===== src/rtl/rotate_shift_pkg.sv =====
// Shared definitions for the pipelined rotator/shifter.
//   OP_*        : operation encodings carried on in_op
//   MAX_WIDTH   : widest data path that bit_rev can handle
//   bit_rev     : reverses the low w bits of a vector (upper bits return 0)
//   stage_count : register stages for a given amount width and layer grouping
package rotate_shift_pkg;

  localparam logic [1:0] OP_ROTR = 2'b00;
  localparam logic [1:0] OP_ROTL = 2'b01;
  localparam logic [1:0] OP_SHR  = 2'b10;
  localparam logic [1:0] OP_SHL  = 2'b11;

  localparam int MAX_WIDTH = 128;

  function automatic logic [MAX_WIDTH-1:0] bit_rev(input logic [MAX_WIDTH-1:0] d,
                                                   input int w);
    logic [MAX_WIDTH-1:0] r;
    r = '0;
    for (int i = 0; i < MAX_WIDTH; i++) begin
      if (i < w) r[i] = d[w-1-i];
    end
    return r;
  endfunction

  function automatic int stage_count(input int amt_w, input int reg_every);
    return (amt_w + reg_every - 1) / reg_every;
  endfunction

endpackage


===== src/rtl/rot_layer.sv =====
// One conditional rotate-right-by-DIST layer of the barrel network.
//   d         : layer input
//   en        : apply this layer (the matching amount bit)
//   zero_fill : clear the DIST bits that wrap around (shift instead of rotate)
//   q         : layer output
module rot_layer #(
  parameter int WIDTH = 32,
  parameter int DIST  = 1
) (
  input  logic [WIDTH-1:0] d,
  input  logic             en,
  input  logic             zero_fill,
  output logic [WIDTH-1:0] q
);

  logic [WIDTH-1:0] rotated;
  logic [WIDTH-1:0] fill_mask;

  assign rotated   = {d[DIST-1:0], d[WIDTH-1:DIST]};
  // Ones everywhere except the top DIST bits, which received wrapped data.
  assign fill_mask = {WIDTH{1'b1}} >> DIST;
  assign q         = !en ? d : (zero_fill ? (rotated & fill_mask) : rotated);

endmodule


===== src/rtl/rotate_shift_pipe.sv =====
// Pipelined barrel rotator/shifter (ROTR/ROTL/SHR/SHL) with valid/ready
// streaming and a sideband tag.
//   clk, rst_n                : clock, asynchronous active-low reset
//   in_valid/in_ready         : input handshake
//   in_data, in_amt, in_op    : operand, distance, operation
//   in_tag                    : sideband returned with the result
//   out_valid/out_ready       : output handshake
//   out_data, out_tag         : result and its tag
// Layers run from the largest distance down; REG_EVERY layers sit between
// consecutive registers. Left ops reverse the operand on entry and reverse
// the result again just before the last register, so only right moves exist
// in the network.
module rotate_shift_pipe
  import rotate_shift_pkg::*;
#(
  parameter  int WIDTH     = 32,
  parameter  int REG_EVERY = 1,
  parameter  int TAG_W     = 4,
  localparam int AMT_W     = $clog2(WIDTH)
) (
  input  logic             clk,
  input  logic             rst_n,
  input  logic             in_valid,
  output logic             in_ready,
  input  logic [WIDTH-1:0] in_data,
  input  logic [AMT_W-1:0] in_amt,
  input  logic [1:0]       in_op,
  input  logic [TAG_W-1:0] in_tag,
  output logic             out_valid,
  input  logic             out_ready,
  output logic [WIDTH-1:0] out_data,
  output logic [TAG_W-1:0] out_tag
);

  localparam int P = stage_count(AMT_W, REG_EVERY);

  function automatic logic is_left(input logic [1:0] op);
    return (op == OP_ROTL) || (op == OP_SHL);
  endfunction

  function automatic logic is_shift(input logic [1:0] op);
    return (op == OP_SHR) || (op == OP_SHL);
  endfunction

  logic [P-1:0]     st_valid;
  logic [WIDTH-1:0] st_data [P];
  logic [AMT_W-1:0] st_amt  [P];
  logic [1:0]       st_op   [P];
  logic [TAG_W-1:0] st_tag  [P];

  logic [P-1:0]     sin_valid;
  logic [WIDTH-1:0] sin_data [P];
  logic [AMT_W-1:0] sin_amt  [P];
  logic [1:0]       sin_op   [P];
  logic [TAG_W-1:0] sin_tag  [P];
  logic [WIDTH-1:0] sout_data [P];

  logic [P-1:0]     load;

  for (genvar s = 0; s < P; s++) begin : g_stage
    localparam int J0 = s * REG_EVERY;
    localparam int NL = ((AMT_W - J0) < REG_EVERY) ? (AMT_W - J0) : REG_EVERY;

    logic [WIDTH-1:0] chain [NL+1];

    if (s == 0) begin : g_entry
      assign sin_valid[s] = in_valid;
      assign sin_data[s]  = is_left(in_op) ?
                            WIDTH'(bit_rev(MAX_WIDTH'(in_data), WIDTH)) : in_data;
      assign sin_amt[s]   = in_amt;
      assign sin_op[s]    = in_op;
      assign sin_tag[s]   = in_tag;
    end else begin : g_link
      assign sin_valid[s] = st_valid[s-1];
      assign sin_data[s]  = st_data[s-1];
      assign sin_amt[s]   = st_amt[s-1];
      assign sin_op[s]    = st_op[s-1];
      assign sin_tag[s]   = st_tag[s-1];
    end

    assign chain[0] = sin_data[s];

    for (genvar k = 0; k < NL; k++) begin : g_layer
      localparam int LI = AMT_W - 1 - (J0 + k);
      rot_layer #(
        .WIDTH (WIDTH),
        .DIST  (1 << LI)
      ) u_layer (
        .d         (chain[k]),
        .en        (sin_amt[s][LI]),
        .zero_fill (is_shift(sin_op[s])),
        .q         (chain[k+1])
      );
    end

    if (s == P - 1) begin : g_exit
      assign sout_data[s] = is_left(sin_op[s]) ?
                            WIDTH'(bit_rev(MAX_WIDTH'(chain[NL]), WIDTH)) : chain[NL];
    end else begin : g_mid
      assign sout_data[s] = chain[NL];
    end
  end

  // A stage loads when empty or when the stage after it is loading; the last
  // stage looks at out_ready. Walking backwards lets a bubble anywhere pull
  // everything upstream of it forward in the same cycle.
  always_comb begin
    logic nxt;
    nxt  = out_ready;
    load = '0;
    for (int s = P - 1; s >= 0; s--) begin
      load[s] = !st_valid[s] || nxt;
      nxt     = load[s];
    end
  end

  always_ff @(posedge clk or negedge rst_n) begin
    if (!rst_n) begin
      st_valid <= '0;
      for (int s = 0; s < P; s++) begin
        st_data[s] <= '0;
        st_amt[s]  <= '0;
        st_op[s]   <= '0;
        st_tag[s]  <= '0;
      end
    end else begin
      for (int s = 0; s < P; s++) begin
        if (load[s]) begin
          st_valid[s] <= sin_valid[s];
          // Payload only moves with a real beat so idle outputs stay put.
          if (sin_valid[s]) begin
            st_data[s] <= sout_data[s];
            st_amt[s]  <= sin_amt[s];
            st_op[s]   <= sin_op[s];
            st_tag[s]  <= sin_tag[s];
          end
        end
      end
    end
  end

  assign in_ready  = load[0];
  assign out_valid = st_valid[P-1];
  assign out_data  = st_data[P-1];
  assign out_tag   = st_tag[P-1];

endmodule


===== config.mk =====
export PLATFORM = sky130hd
export DESIGN_NAME = rotate_shift_pipe
export DESIGN_NICKNAME = d
export VERILOG_FILES = /design/src/rtl/rotate_shift_pkg.sv /design/src/rtl/rot_layer.sv /design/src/rtl/rotate_shift_pipe.sv
export SDC_FILE = /design/constraint.sdc
export NUM_CORES = 1
export LEC_CHECK = 0
export ABC_AREA = 1
export ABC_CLOCK_PERIOD_IN_PS = 2000
export CORE_MARGIN = 5
export CORE_UTILIZATION = 30
export DETAILED_ROUTE_END_ITERATION = 12
export GPL_ROUTABILITY_DRIVEN = 0
export PLACE_DENSITY_LB_ADDON = 0.12
export RECOVER_POWER = 50
export SYNTH_ARGS = -nofsm -noshare
export SYNTH_HDL_FRONTEND = slang
export SYNTH_SLANG_ARGS = --single-unit

===== constraint.sdc =====
create_clock -name clk -period 2 [get_ports clk]
set_input_delay 0.6 -clock clk [delete_from_list [all_inputs] [get_ports clk]]
set_output_delay 0.6 -clock clk [all_outputs]
set_load 0.02 [all_outputs]

==> results of run 1 <==
==> per-layer routing <==
layer | track usage [%] | part of all wire, %
met1 | 19.24 | 50
met2 | 20.75 | 44
met3 | 2.320 | 3.9
met4 | 2.786 | 1.7
met5 | 0 | 0
==> worst paths after layout <==
path | cells after the start | from | end
max in group asynchronous | 3 | rst_n | st_valid[3]
max reg2reg | 4 | sin_amt[6] | g_stage[4].chain[34]
min in group asynchronous | 2 | rst_n | out_data[16]
min | 2 | sin_tag[13] | sin_tag[13]
max | 4 | st_valid[3] | in_ready
min reg2reg | 2 | sin_tag[13] | sin_tag[13]
==> where the power goes <==
group          internal [mW]  leakage (nW)  switching [mW]
clock                   2.66         0.385            1.63
combinational           2.24          3.06            3.81
sequential              5.54          2.57           0.848
==> synth_stat cells, drive strengths merged <==
master / count
o21ai: 265
nand3: 61
nand2: 484
buf: 58
clkbuf: 31
mux2i: 16
a21oi: 4
mux2: 4
o22ai: 4
a31oi: 2
o211ai: 30
nor2: 37
inv: 136
dfrtp: 203
==> layout make-up <==
| cell class | count | share of cell area (%) |
|---|---|---|
| timing repair buffer | 134 | 10.35 |
| tap | 448 | 4.520 |
| clock inverter | 2 | 0.2825 |
| clock buffer | 39 | 6.034 |
| inverter | 136 | 4.117 |
| multi-input combinational | 907 | 33.73 |
| sequential | 203 | 40.96 |
==> per-stage QoR <==
stage,setup TNS [ns],instance area [um^2]
5_1_grt,-0.06682,12400
2_1_floorplan,0,10210
3_3_place_gp,-16.66,11710
3_5_place_dp,-15.42,11710
4_1_cts,-0.06063,12470
6_report,0,12400
==> logic make-up (layout without fill, tap and decap cells) <==
| kind of cell | after synthesis | count (layout) |
|---|---|---|
| flip-flops | 203 | 203 |
| multiplexers | 20 | 20 |
| AND/OR/NAND/NOR | 582 | 582 |
| AO/OA/AOI/OAI | 305 | 305 |
| buffers and inverters | 225 | 311 |
==> critical path, delay by kind of cell, from the launching register on <==
kind                   cells  cell delay (ns)
DFF                        1             0.41
and+or+nand+nor            3             0.33
buffers and inverters      1             0.14
==> sequential cells by signal, indices dropped and copies added, names as in the netlist <==
signal / cells
st_valid: 5
sin_tag: 16
sin_amt: 10
sin_op: 8
out_tag: 4
out_data: 32
g_stage.chain: 128
==> what timing repair did <==
item | 4_1_cts | 5_1_grt
hold buffers | 1 | 0
buffers inserted | 1 | 1
hold endpoints to repair | 20 | 0
pin swaps | 1 | 2
gates resized for setup | 46 | 2
setup endpoints to repair | 38 | 2
==> impl_results.md, run 1 <==
- Multi-input gate area: 4183 um^2
- Die area: 37820 um^2
- Net count after synthesis: 1382
- Pin count of the biggest net entering global routing: 66
- Util after Layout: 36.98%
- Die Y: 194.5 um
- Die Width: 194.5 um
- Post-Syn Area per Cell: 7.647 um^2
- Non-filler cells, final: 1869
- Post-Synth XOR/XNOR Area: 0%
- Pre-CTS setup slack: -0.6212 ns
- Slew Limit Fails: 0
- DPL Wire Length: 18350 um
- H-tree depth: 1
- WP data required: 1.40 ns
- Lkg Pwr: 6.016 nW
- Initial antenna violation count: 0
- Simple-gate share of the synthesized area: 22.83%
- DRT iter0 DRCs: 482
- Slew HR: 24.17%
- Cell taking the most area after synthesis: dfrtp_1
- Slack of the critical path: 0.005800 ns
- Root buffer selected by CTS: clkbuf_16
- Commonest non-fill, non-tap cell in the layout: nand2_1
- WL final: 24760 um
- I/O pin total: 85
- Vias per inst: 4.392
- #FFs+latches synth: 203
- Final setup fails: 0
- Post-synth top area share: 49.76%
- Vias post-DR: 8208
- First-pass GRT wire length: 42720 um
- Commonest cells after routing, fill and taps aside: 473 x nand2_1, 239 x o21ai_0, 203 x dfrtp_1
- CTS sink cnt: 203
- CP cell instances: nand3_4 > nor2_4 > nand3_4 > buf_6
- Largest family of logic cells by synthesized area: simple AND/OR/NAND/NOR gates
- Vias in the first global route: 8066
- Clk buf depth: 3
- Fin nets: 1453
- Final hold slack: 0.4694 ns
- Worst clock skew: 0.01106 ns
- RSZ-0062 raised after global routing: true
- Largest cells by area after synthesis: dfrtp_1 50%, nand2_1 17%, o21ai_0 12%, inv_1 5.0%, nand3_1 2.9%
- CP Max Fanout: 3
- Tcrit/Tclk final: 99.71%
- Multiplexer share of the synthesized area: 2.010%
- Share of layout cells above drive strength 1: 7.952%
- Post-route ant nets: 0
- Largest stage delay on the critical path: 0.41 ns
- CP most frequent cell: nand3_4
- Sequential area share after synthesis: 49.76%
- Critical Path Start Type: flip-flop
- Tmin final: 1.994 ns
- Slew @ Worst Pin: 1.137 ns
- Fmax: 501.5 MHz
- Final Hold Viols: 0
- Starting Density: 30.44%
- Worst-path clk slew: 0.06 ns
- Cells after synthesis: 1335
- Mapped Area: 10210 um^2
- Crit path kind: flip-flop to output pin
- Data arrival time of the worst path: 1.39 ns
- Cell Pwr Density: 1348 nW/um^2
- Post-route DRC violation count: 0
- Crit-path slowest cell: dfrtp_1
- Fillers: 3570
- Clock tree from TritonCTS: built
- PortBufs: 84
- Hold crit path type: flip-flop to flip-flop
- Synth-to-Final Area Change: 21.47%
- Floorplan row count: 67
- Synth cell types: 25
- DR pass1 iterations: 5
- Core Region: 33530 um^2
- Clock Latency Late Sink: 0.51 ns
- Status: finished clean
- Ys Warns: 0
- WL/cell: 13.25 um
- Congestion Overflow GR: 0
- Peak VDD IR: 0.6097 mV
- Max cap viols: 0
- Overall Global Routing Usage: 13.22%
- Sequential Area: 5080 um^2
- Pwr Total: 16.72 mW
- Worst R2R Setup Slack: 0.25 ns
- Synth Area in Compound Gates: 16.06%
- Placed Instances: 1825
- Worst Setup End Kind: output pin
- Antenna fix cells: 0
- TritonCTS buffer count: 24
- Adder and majority gate portion of the synthesized area: 0%
Power figures use the tool's default switching activity.
==> run 2, diff against run 1 <==
Settings changed: SKIP_CTS_REPAIR_TIMING from default to 1.
==> run 2 against run 1 <==
  * The flow now finishes with violations (setup timing)
  * Clock skew is 0.00090 ns higher
  * Critical path depth stayed put
  * Global-route usage is 0.051 points lower
  * Sequential power hardly changed
  * Cell count hardly changed
  * Register-to-register slack worse by 0.02 ns
  * Maximum frequency is 1.2% lower
  * Via count is 0.21% higher
  * Setup slack worse by 0.024 ns
  * Largest power group unchanged
  * Utilization is 0.35 points higher
  * Combinational power is 2% higher
==> impl_results.md, run 2 (same netlist as run 1, synthesis figures left out) <==
- Status: complete, but fails checks
- Failing checks: setup timing
- PortBufs: 84
- Worst clock skew: 0.01196 ns
- Fmax: 495.4 MHz
- Design Area, Final: 12520 um^2
- RSZ-0062 raised after global routing: true
- Vias post-DR: 8225
- Core Region: 33530 um^2
- Switching power: 6.279 mW
- Commonest cells after routing, fill and taps aside: 474 x nand2_1, 239 x o21ai_0, 203 x dfrtp_1
- Final setup fails: 1
- Crit-path slowest cell: dfrtp_1
- Util after Layout: 37.34%
- Share of layout cells above drive strength 1: 7.746%
- Max cap viols: 0
- Vias in the first global route: 8033
- TritonCTS buffer count: 24
- Fillers: 3535
- Hold crit path type: primary input to flip-flop
- CTS sink cnt: 203
- Internal: 10.56 mW
- Non-filler cells, final: 1868
- Synth-to-Final Area Change: 22.64%
- Gate power share: 36.6%
- DPL Wire Length: 18350 um
- CP delay by family, top: flip-flops
- Worst-path clk slew: 0.05 ns
- First-pass GRT wire length: 42520 um
- Antenna fix cells: 0
- CP cell instances: nand3_4 > nor2_4 > nand3_4 > buf_6
- Tmin final: 2.019 ns
- Total negative slack: -0.01869 ns
- Die Y: 194.5 um
- Final Hold Viols: 0
- Commonest non-fill, non-tap cell in the layout: nand2_1
- Post-route ant nets: 0
- WL final: 24820 um
- DR pass1 iterations: 5
- Crit path kind: flip-flop to output pin
- Fin nets: 1452
- Slew Limit Fails: 0
- Max reg flops: 128
- Clock Latency Late Sink: 0.51 ns
- Cell Pwr Density: 1345 nW/um^2
- Slack of the critical path: -0.01869 ns
- H-tree depth: 1
- WL/cell: 13.29 um
- Slew @ Worst Pin: 0.8613 ns
- Slew HR: 42.58%
- Peak VDD IR: 0.6424 mV
- Post-route DRC violation count: 0
- Pin count of the biggest net entering global routing: 66
- Largest stage delay on the critical path: 0.41 ns
- Tcrit/Tclk final: 100.9%
- Placed Instances: 1825
- Starting Density: 30.44%
- Sw frac: 37.29%
- Clk buf depth: 3
- DRT iter0 DRCs: 445
- Initial antenna violation count: 0
- Buffer and inverter count on the worst path: 1
- Lkg Pwr: 6.387 nW
- Root buffer selected by CTS: clkbuf_16
- Vias per inst: 4.403
- Clock tree from TritonCTS: built
- Worst Setup End Kind: output pin
- Congestion Overflow GR: 0
- Clock power share: 25.4%
- Critical Path Start Type: flip-flop
- WP data required: 1.40 ns
- CP Max Fanout: 3
- Floorplan row count: 67
- Data arrival time of the worst path: 1.42 ns
- Seq pwr share: 37.9%
- Die Width: 194.5 um
- CP most frequent cell: nand3_4
- I/O pin total: 85
- Die area: 37820 um^2
- Overall Global Routing Usage: 13.17%
- Placed cell areas: 11710 um^2
## run 2: changes by cell type in the layout (fill, tap and decap cells not counted)
cell	previous run	this run
buf_12	10	9
nand2_1	473	474
clkdlybuf4s15_1	1	0
dlygate4sd2_1	37	0
nand2_2	9	8
dlymetal6s2s_1	0	38
inv_2	2	1
inv_1	134	135
## run 2: area by class of cell
| class | instances | area, um^2 | share of cell area [%] |
|---|---|---|---|
| Inverter | 136 | 510.5 | 4.078 |
| Multi-Input combinational cell | 907 | 4180 | 33.39 |
| Sequential cell | 203 | 5080 | 40.58 |
| Clock inverter | 2 | 35.03 | 0.2798 |
| Tap cell | 448 | 560.5 | 4.477 |
| Timing Repair Buffer | 133 | 1405 | 11.22 |
| Clock buffer | 39 | 748.2 | 5.976 |
## run 2: worst paths after layout
check | slack [ns] | cells after the start | from | endpoint
worst max register to register | 0.23 | 7 | st_valid[3] | g_stage[4].chain[47]
min in group asynchronous | 0.74 | 2 | rst_n | out_data[16]
worst min register to register | 0.47 | 2 | sin_tag[13] | sin_tag[13]
max in group asynchronous | 0.28 | 3 | rst_n | st_valid[3]
worst max-delay path | -0.02 | 4 | st_valid[3] | in_ready
worst min-delay path | 0.44 | 4 | out_ready | st_valid[4]
## run 2: layer usage
layer | GRT usage, % | vias to the layer above | part of all wire (%)
met4 | 2.786 | 0 | 1.7
li1 | - | 4405 | -
met1 | 19.19 | 3662 | 51
met2 | 20.72 | 128 | 44
met3 | 2.181 | 30 | 3.4
met5 | 0 | - | 0
## run 2: metrics by stage
stage / hold WS (ns) / setup slack [ns] / power, mW
floorplan: 0.3044 / 0.1534 / 10.53
global placement: 0.4557 / -0.6376 / 12.85
detailed placement: 0.4606 / -0.6212 / 12.93
CTS: -0.01351 / -0.6306 / 17.33
global route: 0.4873 / -0.09182 / 18.42
finish: 0.4385 / -0.01869 / 16.84
## run 2: power groups by stage
stage / clock [mW] / sequential [mW] / combinational [mW]
floorplan: 0 / 6.63 / 3.90
global placement: 0 / 6.45 / 6.40
detailed placement: 0 / 6.48 / 6.45
CTS: 4.44 / 6.42 / 6.47
global route: 4.62 / 6.60 / 7.20
finish: 4.28 / 6.38 / 6.17
## run 2: worst register-to-register path: stages (launching register included)
cell	delay, ns
dfrtp_1	0.41
nand3_4	0.10
buf_4	0.15
nand2_1	0.07
inv_1	0.04
clkbuf_2	0.42
buf_4	0.33
o21ai_0	0.17
==> run 3, diff against run 2 <==
Settings changed: GPL_TIMING_DRIVEN from default to 0.
==> run 3 against run 2 <==
  * The run still ends with setup timing left
  * Sequential power is essentially flat
  * Worst hold slack lost 0.037 ns
  * Largest power group is now combinational cells
  * Register-to-register slack better by 0.07 ns
  * Clock skew fell by 0.0031 ns
  * Cell count grew 2.4%
==> impl_results.md, run 3 (same netlist as run 1, synthesis figures left out) <==
- Status: complete, but fails checks
- Failing checks: setup timing
- H-tree depth: 1
- First-pass GRT wire length: 47260 um
- Worst Setup End Kind: output pin
- DR pass1 iterations: 5
- Share of layout cells above drive strength 1: 8.328%
- TritonCTS buffer count: 24
- Pwr Total: 16.90 mW
- Clk buf depth: 3
- Max reg flops: 128
- DRT iter0 DRCs: 417
- WL/cell: 14.82 um
- Worst R2R Setup Slack: 0.30 ns
- Vias in the first global route: 9020
- Most used routing layer in global routing: met2
- Worst R2R End: g_stage[1].chain[61]
- Final setup fails: 1
- Hold crit path type: primary input to flip-flop
- R2R depth: 9
- Clock tree from TritonCTS: built
- Die Width: 194.5 um
- Starting Density: 30.44%
- Antenna fix cells: 0
- Die area: 37820 um^2
- Fin nets: 1499
- Commonest cells after routing, fill and taps aside: 473 x nand2_1, 239 x o21ai_0, 203 x dfrtp_1
- Commonest non-fill, non-tap cell in the layout: nand2_1
- Multi-input gate area: 4183 um^2
- Fmax: 480.5 MHz
- Max cap viols: 0
- Peak VDD IR: 0.5700 mV
- Data arrival time of the worst path: 1.48 ns
- Placed cell areas: 11640 um^2
- Vias per inst: 4.475
- CP Max Fanout: 4
- Post-route ant nets: 0
- Non-filler cells, final: 1913
- Met1 Use GR: 19.08%
- Final hold slack: 0.4011 ns
- Root buffer selected by CTS: clkbuf_16
- Pre-CTS setup slack: -1.011 ns
- Initial antenna violation count: 0
- Slack of the critical path: -0.08123 ns
- Congestion Overflow GR: 0
- Core Region: 33530 um^2
- Worst-path clk slew: 0.06 ns
- Post-route DRC violation count: 0
- Slew HR: 61.50%
- CP Launch Point: st_valid[4]
- Die Y: 194.5 um
- Vias post-DR: 8560
- FF-to-FF Start: st_valid[4]
- Pin count of the biggest net entering global routing: 103
- Lkg Pwr: 6.415 nW
- WL final: 28350 um
- Critical Path End: in_ready
- Slew @ Worst Pin: 0.5776 ns
- Clock Latency Late Sink: 0.51 ns
- Util after Layout: 37.44%
- Floorplan row count: 67
- WP data required: 1.40 ns
- RSZ-0062 raised after global routing: true
- Synth-to-Final Area Change: 22.97%
- Critical Path Start Type: flip-flop
- CTS sink cnt: 203
- Placed Instances: 1866
- PortBufs: 81
- Cell Pwr Density: 1346 nW/um^2
- Design Area, Final: 12550 um^2
- I/O pin total: 85
- Worst clock skew: 0.008895 ns
- Crit path kind: flip-flop to output pin
- Tmin final: 2.081 ns
- Tcrit/Tclk final: 104.1%
- Total negative slack: -0.08123 ns
- GR Layer Usage met3: 2.008%
- Slew Limit Fails: 0
- Overall Global Routing Usage: 14.98%
- Sequential Area: 5080 um^2
- Final Hold Viols: 0
- Fillers: 3612
- DPL Wire Length: 22120 um
- Met2 usage: 26.72%
==> run 3: cell types whose count changed in the layout (fill, tap and decap cells not counted), sizes merged <==
| cell | before | now |
|---|---|---|
| buf | 44 | 69 |
| bufinv | 1 | 0 |
| clkbuf | 46 | 67 |
| clkdlybuf4s50 | 43 | 41 |
| clkinv | 1 | 2 |
| clkinvlp | 0 | 1 |
==> run 3: worst min path at each step <==
stage	from	endpoint	slack [ns]	depth (start not counted)
floorplan	rst_n	g_stage[1].chain[32]	0.30	0
global placement	sin_tag[9]	sin_tag[9]	0.46	2
detailed placement	sin_tag[3]	out_tag[3]	0.46	2
CTS	rst_n	out_data[14]	-0.09	1
global route	out_ready	st_valid[3]	0.41	4
finish	out_ready	st_valid[3]	0.40	4
==> run 3: power breakdown <==
part           total (mW)  internal, mW  switching, mW
sequential           6.39          5.54          0.846
clock                4.12          2.48           1.64
combinational        6.40          2.31           4.08
total                16.9          10.3           6.57
==> run 3: cell type report <==
cell class	instances	share of cell area [%]
Buffer	88	3.488
Clock buffer	36	5.791
Clock inverter	3	0.1395
Inverter	136	4.067
Multi-Input combinational cell	907	33.32
Sequential cell	203	40.47
Tap cell	448	4.465
Timing Repair Buffer	92	8.263
==> run 3: per-layer routing <==
layer / share of wire (%) / up-vias / routed length, um
met5: 0 / - / 0
met4: 2.5 / 0 / 701
met3: 2.9 / 49 / 810
met2: 49 / 130 / 14000
met1: 45 / 3877 / 12830
li1: - / 4504 / -
==> run 3: worst max-delay path: stages, from the launching register on <==
cell     delay (ns)
dfrtp_1        0.42
nand3_4        0.11
nor2_4         0.16
nand3_4        0.12
buf_6          0.16
